File: config.mk
export PLATFORM = sky130hd
export DESIGN_NAME = switch_allocator_np_flat
export DESIGN_NICKNAME = d
export VERILOG_FILES = /design/src/rtl/switch_allocator_np_if.sv /design/src/rtl/switch_allocator_np.sv /design/src/flat_wrapper.sv
export SDC_FILE = /design/constraint.sdc
export NUM_CORES = 1
export LEC_CHECK = 0
export CAP_MARGIN = 0
export CORE_AREA = 8 8 117 226
export CTS_CLUSTER_SIZE = 28
export DETAILED_ROUTE_END_ITERATION = 8
export DIE_AREA = 0 0 125 234
export SLEW_MARGIN = 40
export SYNTH_ARGS = -nofsm -noshare
export SYNTH_HDL_FRONTEND = slang
export SYNTH_SLANG_ARGS = --single-unit
File: constraint.sdc
create_clock -name clk -period 13.4 [get_ports clk]
set_input_delay 2.68 -clock clk [delete_from_list [all_inputs] [get_ports clk]]
set_output_delay 2.68 -clock clk [all_outputs]
set_load 0.005 [all_outputs]
File: src/rtl/switch_allocator_np_if.sv
`default_nettype none
// ---------------------------------------------------------------------------
// switch_allocator_np_if : request/grant bundle between input buffers and allocator
// Revision 1.0
// ---------------------------------------------------------------------------
interface switch_allocator_np_if #(
  parameter int NUM_PORTS = 5,
  parameter int IDX_W     = (NUM_PORTS > 1) ? $clog2(NUM_PORTS) : 1
) ();
  logic                       en;
  logic [NUM_PORTS-1:0]       in_req;
  logic [NUM_PORTS*IDX_W-1:0] in_dst;
  logic [NUM_PORTS-1:0]       in_tail;
  logic [NUM_PORTS-1:0]       out_ready;
  logic [NUM_PORTS-1:0]       in_gnt;
  logic [NUM_PORTS*IDX_W-1:0] out_sw;
  logic [NUM_PORTS-1:0]       out_vld;

  modport master (
    output en, in_req, in_dst, in_tail, out_ready,
    input  in_gnt, out_sw, out_vld
  );

  modport slave (
    input  en, in_req, in_dst, in_tail, out_ready,
    output in_gnt, out_sw, out_vld
  );
endinterface
`default_nettype wire

File: src/rtl/switch_allocator_np.sv
`default_nettype none
// ---------------------------------------------------------------------------
// switch_allocator_np : N-port round-robin wormhole switch allocator, 1-cycle latency
// Revision 1.0
// ---------------------------------------------------------------------------
module switch_allocator_np #(
  parameter int NUM_PORTS = 5,
  parameter int IDX_W     = (NUM_PORTS > 1) ? $clog2(NUM_PORTS) : 1
) (
  input  logic                  clk,
  input  logic                  rst,
  switch_allocator_np_if.slave  bus
);

  localparam logic [IDX_W:0] C_NP = (IDX_W+1)'(NUM_PORTS);

  // req_mat[o][i]: input i is asking for output o (out-of-range dst never matches)
  logic [NUM_PORTS-1:0][NUM_PORTS-1:0] req_mat;

  for (genvar o = 0; o < NUM_PORTS; o++) begin : g_out
    for (genvar i = 0; i < NUM_PORTS; i++) begin : g_in
      assign req_mat[o][i] = bus.in_req[i] &&
                             ({1'b0, bus.in_dst[i*IDX_W +: IDX_W]} == (IDX_W+1)'(o));
    end
  end

  logic [NUM_PORTS-1:0][IDX_W-1:0] rr_ptr_q, rr_ptr_d;
  logic [NUM_PORTS-1:0][IDX_W-1:0] owner_q, owner_d;
  logic [NUM_PORTS-1:0]            lock_q, lock_d;
  logic [NUM_PORTS-1:0]            in_gnt_q, in_gnt_d;
  logic [NUM_PORTS-1:0]            out_vld_q, out_vld_d;
  logic [NUM_PORTS*IDX_W-1:0]      out_sw_q, out_sw_d;

  always_comb begin
    logic             found;
    logic [IDX_W-1:0] win;
    logic [IDX_W:0]   cand;
    logic [IDX_W:0]   nxt;

    rr_ptr_d  = rr_ptr_q;
    owner_d   = owner_q;
    lock_d    = lock_q;
    in_gnt_d  = '0;
    out_vld_d = '0;
    out_sw_d  = '0;
    found     = 1'b0;
    win       = '0;
    cand      = '0;
    nxt       = '0;

    for (int o = 0; o < NUM_PORTS; o++) begin
      found = 1'b0;
      win   = '0;
      if (bus.en && bus.out_ready[o]) begin
        if (lock_q[o]) begin
          // A locked output waits for its owner even if others are asking
          if (req_mat[o][owner_q[o]]) begin
            found = 1'b1;
            win   = owner_q[o];
          end
        end else begin
          for (int k = 0; k < NUM_PORTS; k++) begin
            cand = {1'b0, rr_ptr_q[o]} + (IDX_W+1)'(k);
            if (cand >= C_NP) begin
              cand = cand - C_NP;
            end
            if (!found && req_mat[o][cand[IDX_W-1:0]]) begin
              found = 1'b1;
              win   = cand[IDX_W-1:0];
            end
          end
        end
      end

      if (found) begin
        out_vld_d[o]                = 1'b1;
        out_sw_d[o*IDX_W +: IDX_W]  = win;
        in_gnt_d[win]               = 1'b1;
        if (bus.in_tail[win]) begin
          lock_d[o] = 1'b0;
          nxt       = {1'b0, win} + (IDX_W+1)'(1);
          if (nxt >= C_NP) begin
            nxt = '0;
          end
          rr_ptr_d[o] = nxt[IDX_W-1:0];
        end else begin
          // Pointer stays put until the tail frees the output
          lock_d[o]  = 1'b1;
          owner_d[o] = win;
        end
      end
    end
  end

  always_ff @(posedge clk or posedge rst) begin
    if (rst) begin
      rr_ptr_q  <= '0;
      owner_q   <= '0;
      lock_q    <= '0;
      in_gnt_q  <= '0;
      out_vld_q <= '0;
      out_sw_q  <= '0;
    end else begin
      rr_ptr_q  <= rr_ptr_d;
      owner_q   <= owner_d;
      lock_q    <= lock_d;
      in_gnt_q  <= in_gnt_d;
      out_vld_q <= out_vld_d;
      out_sw_q  <= out_sw_d;
    end
  end

  assign bus.in_gnt  = in_gnt_q;
  assign bus.out_vld = out_vld_q;
  assign bus.out_sw  = out_sw_q;

endmodule
`default_nettype wire

File: src/flat_wrapper.sv
// flat-port wrapper written by rule: the top's interface ports become plain ports
module switch_allocator_np_flat 
#(
  parameter int NUM_PORTS = 5,
  parameter int IDX_W     = (NUM_PORTS > 1) ? $clog2(NUM_PORTS) : 1
)
  (clk, rst, bus_en, bus_in_req, bus_in_dst, bus_in_tail, bus_out_ready, bus_in_gnt, bus_out_sw, bus_out_vld);
  switch_allocator_np_if #(.NUM_PORTS(NUM_PORTS), .IDX_W(IDX_W)) bus_i ();
  input  logic clk;
  input  logic rst;
  input wire logic [$bits(bus_i.en)-1:0] bus_en;
  input wire logic [$bits(bus_i.in_req)-1:0] bus_in_req;
  input wire logic [$bits(bus_i.in_dst)-1:0] bus_in_dst;
  input wire logic [$bits(bus_i.in_tail)-1:0] bus_in_tail;
  input wire logic [$bits(bus_i.out_ready)-1:0] bus_out_ready;
  output wire logic [$bits(bus_i.in_gnt)-1:0] bus_in_gnt;
  output wire logic [$bits(bus_i.out_sw)-1:0] bus_out_sw;
  output wire logic [$bits(bus_i.out_vld)-1:0] bus_out_vld;
  assign bus_i.en = bus_en;
  assign bus_i.in_req = bus_in_req;
  assign bus_i.in_dst = bus_in_dst;
  assign bus_i.in_tail = bus_in_tail;
  assign bus_i.out_ready = bus_out_ready;
  assign bus_in_gnt = bus_i.in_gnt;
  assign bus_out_sw = bus_i.out_sw;
  assign bus_out_vld = bus_i.out_vld;
  switch_allocator_np #(.NUM_PORTS(NUM_PORTS), .IDX_W(IDX_W)) u_core (.clk(clk), .rst(rst), .bus(bus_i));
endmodule
==> results of run 1 <==
final cells by class:
class | count | area (sq um)
Clock inverter | 4 | 47.5
Timing Repair Buffer | 65 | 634
Fill cell | 2414 | 13700
Clock buffer | 12 | 256
Multi-Input combinational cell | 929 | 6810
Sequential cell | 60 | 1500
Antenna cell | 1 | 2.50
Inverter | 78 | 293
Tap cell | 287 | 359
per-stage QoR:
stage / instance area [sq um] / setup WS, ns
floorplan: 8730 / 7.42
global placement: 9560 / 6.02
detailed placement: 9590 / 6.03
CTS: 9890 / 6.37
global route: 9910 / 6.18
finish: 9910 / 6.35
cells by family (layout without fill, tap and decap cells):
kind of cell	count (synthesis)	count (layout)	share of synthesized area
buffers and inverters	114	159	0.0509
AO/OA/AOI/OAI	379	379	0.321
AND/OR/NAND/NOR	404	404	0.261
XOR/XNOR	17	17	0.0171
flip-flops	60	60	0.172
other	0	1	0
adder cells (fa/ha/maj)	54	54	0.0817
multiplexers	75	75	0.0959
power by group:
part	total (uW)	switching, uW	internal (uW)
clock	239	85.2	153
combinational	1660	994	670
sequential	368	121	247
flip-flops by register name (all words and copies together) (netlist names):
signal and count:
u_core.lock_q 5, u_core.bus.out_vld 5, u_core.rr_ptr_q 15, u_core.bus.out_sw 15, u_core.owner_q 15, u_core.bus.in_gnt 5
worst min path at each step:
| stage | startpoint | endpoint | slack (ns) | cells after the start |
|---|---|---|---|---|
| after floorplan | u_core.owner_q[11] | u_core.owner_q[11] | 0.47 | 1 |
| after global placement | u_core.owner_q[11] | u_core.owner_q[11] | 0.51 | 1 |
| after detailed placement | u_core.owner_q[2] | u_core.owner_q[2] | 0.52 | 1 |
| after CTS | u_core.owner_q[2] | u_core.owner_q[2] | 0.53 | 1 |
| after global routing | u_core.owner_q[11] | u_core.owner_q[11] | 0.57 | 1 |
| final | u_core.owner_q[2] | u_core.owner_q[2] | 0.53 | 1 |
routing by layer:
layer,track usage,part of all wire
met5,0,0
met4,0.0513,0.016
met3,0.0303,0.057
met2,0.325,0.47
met1,0.249,0.46
cell usage after synthesis, types with 7 or more instances:
| cell | n | area, sq um |
|---|---|---|
| nor2_1 | 89 | 334 |
| nand2_1 | 75 | 282 |
| inv_1 | 74 | 278 |
| a21oi_1 | 68 | 340 |
| o21ai_0 | 67 | 335 |
| dfrtp_1 | 60 | 1500 |
| mux2i_1 | 51 | 510 |
| ha_1 | 49 | 613 |
| nor3_1 | 39 | 195 |
| nand3_1 | 35 | 175 |
| clkbuf_1 | 21 | 78.8 |
| a21o_1 | 19 | 143 |
| a31oi_1 | 19 | 119 |
| nand2b_1 | 18 | 113 |
| nor2b_1 | 18 | 113 |
| mux2_2 | 16 | 180 |
| o31ai_1 | 16 | 120 |
| a211oi_1 | 14 | 105 |
| xnor2_1 | 13 | 114 |
| and3_1 | 12 | 75.1 |
| o22ai_1 | 12 | 75.1 |
| or3_1 | 11 | 68.8 |
| o21a_1 | 10 | 75.1 |
| a221o_1 | 9 | 90.1 |
| and2_1 | 9 | 56.3 |
| nand4bb_1 | 9 | 101 |
| o211ai_1 | 9 | 67.6 |
| a2111oi_0 | 8 | 70.1 |
| nor4bb_1 | 8 | 80.1 |
| or2_2 | 8 | 50.1 |
| a22oi_1 | 7 | 52.6 |
| and3b_1 | 7 | 61.3 |
| nand4_1 | 7 | 43.8 |
critical path: stages:
cell and delay (ns):
clkdlybuf4s50_1 0.66, nor4bb_1 0.62, buf_4 0.27, mux2i_1 0.07, mux4_2 0.48, nor2_2 0.21, nor2_1 0.10, and3_1 0.27
a2bb2oi_1 0.32, inv_1 0.13, nor2_2 0.38, inv_1 0.24, ha_1 0.28, o21ai_0 0.22, nor2_1 0.07, mux2_2 0.26
==> qor.txt, run 1 <==
Synthesized cell area -> 8730 sq um
Launch point of the critical path -> bus_in_dst[6]
IO buf count -> 57
Flop2flop setup slack -> 7.89 ns
FF-to-FF path depth -> 13
Die height -> 234 um
EDFF count, synth -> 0
Fin nets -> 1230
Most frequent cells in the layout -> nor2_1 (89), nand2_1 (75), inv_1 (73)
Inst Count DP -> 1419
Fin cells -> 1436
Die X -> 125 um
Cells after Synth -> 1103
Yosys warnings -> 0
Post-CTS setup buffer count -> 0
Status -> completed
DRC viols -> 0
Setup violators final -> 0
Deepest clock path buffer count -> 2
RSZ-0062 raised after global routing -> no
Ys async rst share -> 1.00
Final Hold Vio Count -> 0
CP startpoint kind -> input port
Mean post-synth cell area -> 7.91 sq um
CTS tree -> done
Tightest Pin Transition -> 0.829 ns
DIE AREA -> 29300 sq um
Critical Path RT -> 13.62 ns
Root Buffer -> clkbuf_16
Max-Cap Viols -> 0
Commonest non-fill, non-tap cell in the layout -> nor2_1
Reg-to-reg endpoint -> u_core.owner_q[9]
Dpl hpwl -> 22.3 mm
Pins Over Slew Limit -> 0
# resized after CTS -> 0
Via count -> 9148
H-tree Lvls -> 3
FF+latch count, synth -> 60
Layout cells sized above 1 -> 0.0915
Floorplan core area -> 23600 sq um
Routed len/inst -> 20.1 um
Vias in the first global route -> 8537
Worst-path maximum fanout -> 10
CP Capture Type -> register
Num CTS Buffers -> 9
Max VDD drop -> 91.4 uV
Synth unique cells -> 108
Global route overflow -> 0
Tcrit/Tclk final -> 0.526
Area Growth Syn to Fin -> 13.6%
Final wirelength -> 28.9 mm
Clk slew on worst S/H paths -> 0.06 ns
P per Cell Area -> 229 nW/um^2
Rows -> 80
First-pass GRT wire length -> 46.1 mm
Worst Skew -> 0.00829 ns
Initial core utilization -> 0.369
Via/cell ratio -> 6.37
Final core occ -> 0.419
Post-DRT Antenna Nets -> 0
CP endpoint -> u_core.rr_ptr_q[3]
Clock Latency Late Sink -> 0.34 ns
Reg2reg start -> u_core.rr_ptr_q[9]
PnR Total Power -> 2270 uW
Top-Level Pins -> 58
DR pass1 iterations -> 5
Crit path kind -> in2reg
Setup Total Neg Slack -> 0 ns
Crit path DAT -> 7.27 ns
# hold bufs at CTS -> 0
Worst min-delay path category -> reg2reg
Fin crit period -> 7.05 ns
Syn nets -> 1190
Total GRT Usage -> 0.192
Leakage -> 0.00406 uW
Synth Flop Type -> dfrtp_1
RD Place Congestion -> 0.943
Final hold slack -> 0.534 ns
CTS Sinks -> 60
Initial antenna violation count -> 0
Post-synthesis sequential area ratio -> 0.172
Initial DRC Count -> 667
Worst slew margin -> 0.440
Fmax -> 0.142 GHz
Largest net degree at the start of global routing -> 61
Note: power is estimated with default switching activity, not from simulation.
==> run 2: changes to the inputs <==
Clock period 13.4 ns to 6.7 ns, I/O delays scaled along.
==> run 2 against run 1 <==
Net effect:
- clock skew fell by 0.0019 ns
- final cell count rose by 0.49%
- largest cell class unchanged
- final area rose by 0.44%
- sequential cell count did not move
- via count rose by 0.92%
- combinational power rose by 110%
- power rose by 100%
- highest routed layer unchanged
- non-clock buffer count rose by 7
- global-route usage barely moved
- clock power rose by 98%
- largest power group unchanged
==> qor.txt, run 2 (synthesized netlist as in run 1, its figures left out) <==
DIE AREA -> 29300 sq um
Pins Over Slew Limit -> 0
Fillers -> 2375
Most frequent cells in the layout -> nor2_1 (89), nand2_1 (75), inv_1 (73)
# resized after CTS -> 0
Setup slack after placement -> 0.924 ns
Final Hold Vio Count -> 0
Routed len/inst -> 20.1 um
PnR Total Power -> 4590 uW
Worst Skew -> 0.00636 ns
Total GRT Usage -> 0.192
Global route overflow -> 0
Top-Level Pins -> 58
Fin nets -> 1237
RSZ-0062 raised after global routing -> no
Largest net degree at the start of global routing -> 61
Clock Latency Late Sink -> 0.33 ns
Post-DRT Antenna Nets -> 0
First-pass GRT wire length -> 45.8 mm
Setup WS post-layout -> 1.21 ns
Initial antenna violation count -> 1
Leakage -> 0.00409 uW
CP Capture Type -> register
Launch point of the critical path -> bus_in_dst[3]
Max VDD drop -> 208 uV
Initial core utilization -> 0.369
Worst-path maximum fanout -> 9
IO buf count -> 57
Setup Total Neg Slack -> 0 ns
P per Cell Area -> 461 nW/um^2
Clk slew on worst S/H paths -> 0.06 ns
Crit path DAT -> 5.71 ns
Worst min-delay path category -> reg2reg
Fin area -> 9950 sq um
Tightest Pin Transition -> 0.856 ns
Num CTS Buffers -> 9
Floorplan core area -> 23600 sq um
Root Buffer -> clkbuf_16
Final wirelength -> 29.0 mm
Crit path kind -> in2reg
Multi-input logic area -> 6810 sq um
Via count -> 9232
Area Growth Syn to Fin -> 14.1%
Final core occ -> 0.421
Commonest non-fill, non-tap cell in the layout -> nor2_1
Placement Cell Area -> 9640 sq um
Dpl hpwl -> 22.2 mm
Max-Cap Viols -> 0
Hold path start -> u_core.owner_q[11]
Initial DRC Count -> 834
Fmax -> 0.182 GHz
Reg2reg start -> u_core.rr_ptr_q[10]
Rows -> 80
# hold bufs at CTS -> 0
Deepest clock path buffer count -> 2
Critical Path RT -> 6.92 ns
DR pass1 iterations -> 5
CP startpoint kind -> input port
Tcrit/Tclk final -> 0.820
Register area -> 1500 sq um
Setup violators final -> 0
Die X -> 125 um
CTS tree -> done
Status -> completed
H-tree Lvls -> 3
Fin crit period -> 5.49 ns
Die height -> 234 um
RD Place Congestion -> 0.926
CTS Sinks -> 60
Via/cell ratio -> 6.40
Post-CTS setup buffer count -> 0
Vias in the first global route -> 8622
Worst slew margin -> 0.426
Layout cells sized above 1 -> 0.0952
DRC viols -> 0
==> run 2: changes by cell type in the layout (fill, tap and decap cells not counted), sizes merged <==
cell / before / now
buf: 8 / 15
==> run 2: final cells by class <==
class / instances / share of cell area
well taps: 287 / 0.0361
flip-flops and latches: 60 / 0.151
clock buffers: 12 / 0.0258
inverters: 78 / 0.0294
clock inverters: 4 / 0.00478
multi-input cells: 929 / 0.684
diodes: 1 / 0.000251
repair buffers: 72 / 0.0690
==> run 2: where the power goes <==
part           switching, uW  internal (uW)
Clock                    168            307
Sequential               190            495
Combinational           2070           1360
Total                   2430           2160
==> run 2: per-stage QoR <==
stage | std cells | hold WS, ns
after floorplan | 1103 | 0.473
after global placement | 1426 | 0.505
after detailed placement | 1426 | 0.531
after CTS | 1442 | 0.544
after global routing | 1442 | 0.556
final | 1443 | 0.541
==> run 2: layer usage <==
metal | vias up | track usage | share of wire
met5 | - | 0 | 0
met4 | 0 | 0.0843 | 0.034
met3 | 62 | 0.0428 | 0.078
met2 | 382 | 0.308 | 0.45
met1 | 4434 | 0.243 | 0.44
li1 | 4354 | - | -
==> run 2: final timing paths <==
path	to	slack, ns	depth (start not counted)
max in group asynchronous	u_core.owner_q[11]	4.83	3
worst max register to register	u_core.owner_q[9]	1.57	15
worst max-delay path	u_core.rr_ptr_q[4]	1.21	15
worst min register to register	u_core.owner_q[11]	0.54	1
worst min-delay path	u_core.owner_q[11]	0.54	1
min in group asynchronous	u_core.bus.in_gnt[0]	1.45	3
==> run 2: worst max-delay path, stage by stage <==
cell	delay, ns
clkdlybuf4s50_1	0.60
nor4bb_2	0.68
mux2i_1	0.15
mux4_2	0.50
nor2_2	0.21
nor2_1	0.11
and3_1	0.28
a2bb2oi_1	0.30
inv_1	0.13
nor2_2	0.36
inv_1	0.23
ha_1	0.28
o21ai_0	0.22
nor2_1	0.07
mux2_2	0.26
==> run 3: changes to the inputs <==
Clock period 6.7 ns to 4.9 ns, I/O delays scaled along.
==> run 3 against run 2 <==
Net effect:
- clock-buffer cell count decreased by 2
- setup slack got worse by 1.0 ns
- critical path depth unchanged
- critical path type is now reg2reg
- largest power group unchanged
- non-clock buffer count increased by 135
- largest cell class unchanged
- sequential cell count unchanged
==> qor.txt, run 3 (synthesized netlist as in run 1, its figures left out) <==
Setup Total Neg Slack -> 0 ns
Die X -> 125 um
Pint -> 3350 uW
Top-Level Pins -> 58
Clk slew on worst S/H paths -> 0.05 ns
Area Growth Syn to Fin -> 25.6%
Fmax -> 0.213 GHz
Clock Latency Late Sink -> 0.34 ns
Pins Over Slew Limit -> 0
Worst Skew -> 0.00568 ns
Total GRT Usage -> 0.201
Most used cell along the critical path -> inv_1
IO buf count -> 57
Deepest clock path buffer count -> 2
Placement Cell Area -> 10600 sq um
Reg2reg start -> u_core.rr_ptr_q[12]
Hold path start -> u_core.owner_q[11]
H-tree Lvls -> 3
Largest net degree at the start of global routing -> 39
Max incr delay on CP -> 0.48 ns
Vias in the first global route -> 9415
Final core occ -> 0.464
Critical Path RT -> 5.11 ns
Setup violators final -> 0
Worst Hold Endpoint -> u_core.owner_q[11]
Final Hold Vio Count -> 0
Rows -> 80
Crit path kind -> reg2reg
CP Cell Sequence -> inv_1, ha_1, inv_1, fa_1, or3_1, a22o_1, o211ai_2, and4bb_1, or4b_1, o31a_1, o2bb2ai_4, nor3_2, a221oi_2, o21ai_2, mux2_1
WHS Path Cells -> 1
Initial core utilization -> 0.369
Crit path DAT -> 4.91 ns
Ant. Diodes -> 0
Fin crit period -> 4.70 ns
CTS tree -> done
Worst-path maximum fanout -> 10
Floorplan core area -> 23600 sq um
Layout cells sized above 1 -> 0.190
Routed len/inst -> 19.1 um
CP Capture Type -> register
Register area -> 1500 sq um
Commonest non-fill, non-tap cell in the layout -> buf_4
Global route overflow -> 0
Fillers -> 2334
Switching share of power -> 0.505
# hold bufs at CTS -> 0
Reg-to-reg endpoint -> u_core.rr_ptr_q[12]
Fin nets -> 1372
Fin area -> 11000 sq um
Initial DRC Count -> 722
Via/cell ratio -> 6.15
Die height -> 234 um
RSZ-0062 raised after global routing -> no
P per Cell Area -> 617 nW/um^2
Clock share of power -> 0.096
Num CTS Buffers -> 9
CP startpoint kind -> register
Tcrit/Tclk final -> 0.958
CTS Sinks -> 60
Dpl hpwl -> 23.9 mm
Status -> completed
DR pass1 iterations -> 6
Max VDD drop -> 275 uV
Leakage -> 0.00476 uW
Switching pwr -> 3420 uW
Inst Count DP -> 1560
Worst min-delay path category -> reg2reg
Flop2flop setup slack -> 0.20 ns
Fin cells -> 1577
Slowest cell on crit path -> or4b_1
Most frequent cells in the layout -> buf_4 (150), nor2_1 (89), nand2_1 (75)
Combinational power share -> 0.775
Worst slew margin -> 0.518
Via count -> 9698
Seq pwr share -> 0.129
Max-Cap Viols -> 0
DIE AREA -> 29300 sq um
Post-DRT Antenna Nets -> 0
RD Place Congestion -> 0.952
Root Buffer -> clkbuf_16
DRC viols -> 0
First-pass GRT wire length -> 48.6 mm
Multi-input logic area -> 6810 sq um
Final wirelength -> 30.2 mm
Final hold slack -> 0.537 ns
FF-to-FF path depth -> 15
Initial antenna violation count -> 0
Tightest Pin Transition -> 0.722 ns
## run 3: area by class of cell
class / instances / share of cell area
repair buffers: 207 / 0.155
flip-flops and latches: 60 / 0.137
clock inverters: 6 / 0.00582
clock buffers: 10 / 0.0218
well taps: 287 / 0.0328
multi-input cells: 929 / 0.621
inverters: 78 / 0.0268
## run 3: worst max-delay path by stage
stage,from,end,slack [ns],cells past startpoint
3_3_place_gp,bus_in_dst[0],u_core.rr_ptr_q[4],-0.24,17
5_1_grt,bus_in_dst[13],u_core.rr_ptr_q[1],0.005,15
4_1_cts,bus_in_dst[0],u_core.rr_ptr_q[4],0.0002,17
2_1_floorplan,u_core.rr_ptr_q[12],u_core.rr_ptr_q[12],0.43,17
6_report,u_core.rr_ptr_q[12],u_core.rr_ptr_q[12],0.20,15
3_5_place_dp,bus_in_dst[0],u_core.rr_ptr_q[4],-0.34,17
## run 3: critical path: cells and delay by family, from the launching register on
family	cells	cell delay, ns
AOI/OAI and AO/OA	6	1.64
adders and majority gates	2	0.59
buffers and inverters	2	0.32
DFF	1	0.42
muxes	1	0.33
and+or+nand+nor	4	1.27
## run 3: routing by layer
| layer | global-route usage | vias to the layer above | wire length (um) |
|---|---|---|---|
| li1 | - | 4617 | - |
| met1 | 0.250 | 4627 | 12900 |
| met2 | 0.345 | 387 | 14300 |
| met3 | 0.0367 | 67 | 2140 |
| met4 | 0.0659 | 0 | 862 |
| met5 | 0 | - | 0 |
## run 3: repair_timing
action	CTS	global route
gates resized for setup	0	5
setup endpoints to repair	0	13
endpoints found under the hold margin	0	0
setup buffers	0	1
## run 3: power groups by stage
stage / clock [uW] / sequential, uW / combinational [uW]
final: 649 / 871 / 5250
after global routing: 679 / 899 / 5750
after CTS: 660 / 868 / 5170
after detailed placement: 0 / 873 / 5130
after global placement: 0 / 873 / 5030
after floorplan: 0 / 843 / 3580
## run 3: through the flow
stage               power, uW  worst slack, ns
global route             7330          0.00512
global placement         5900           -0.241
CTS                      6690         0.000230
finish                   6770            0.204
floorplan                4420            0.425
detailed placement       6000           -0.341
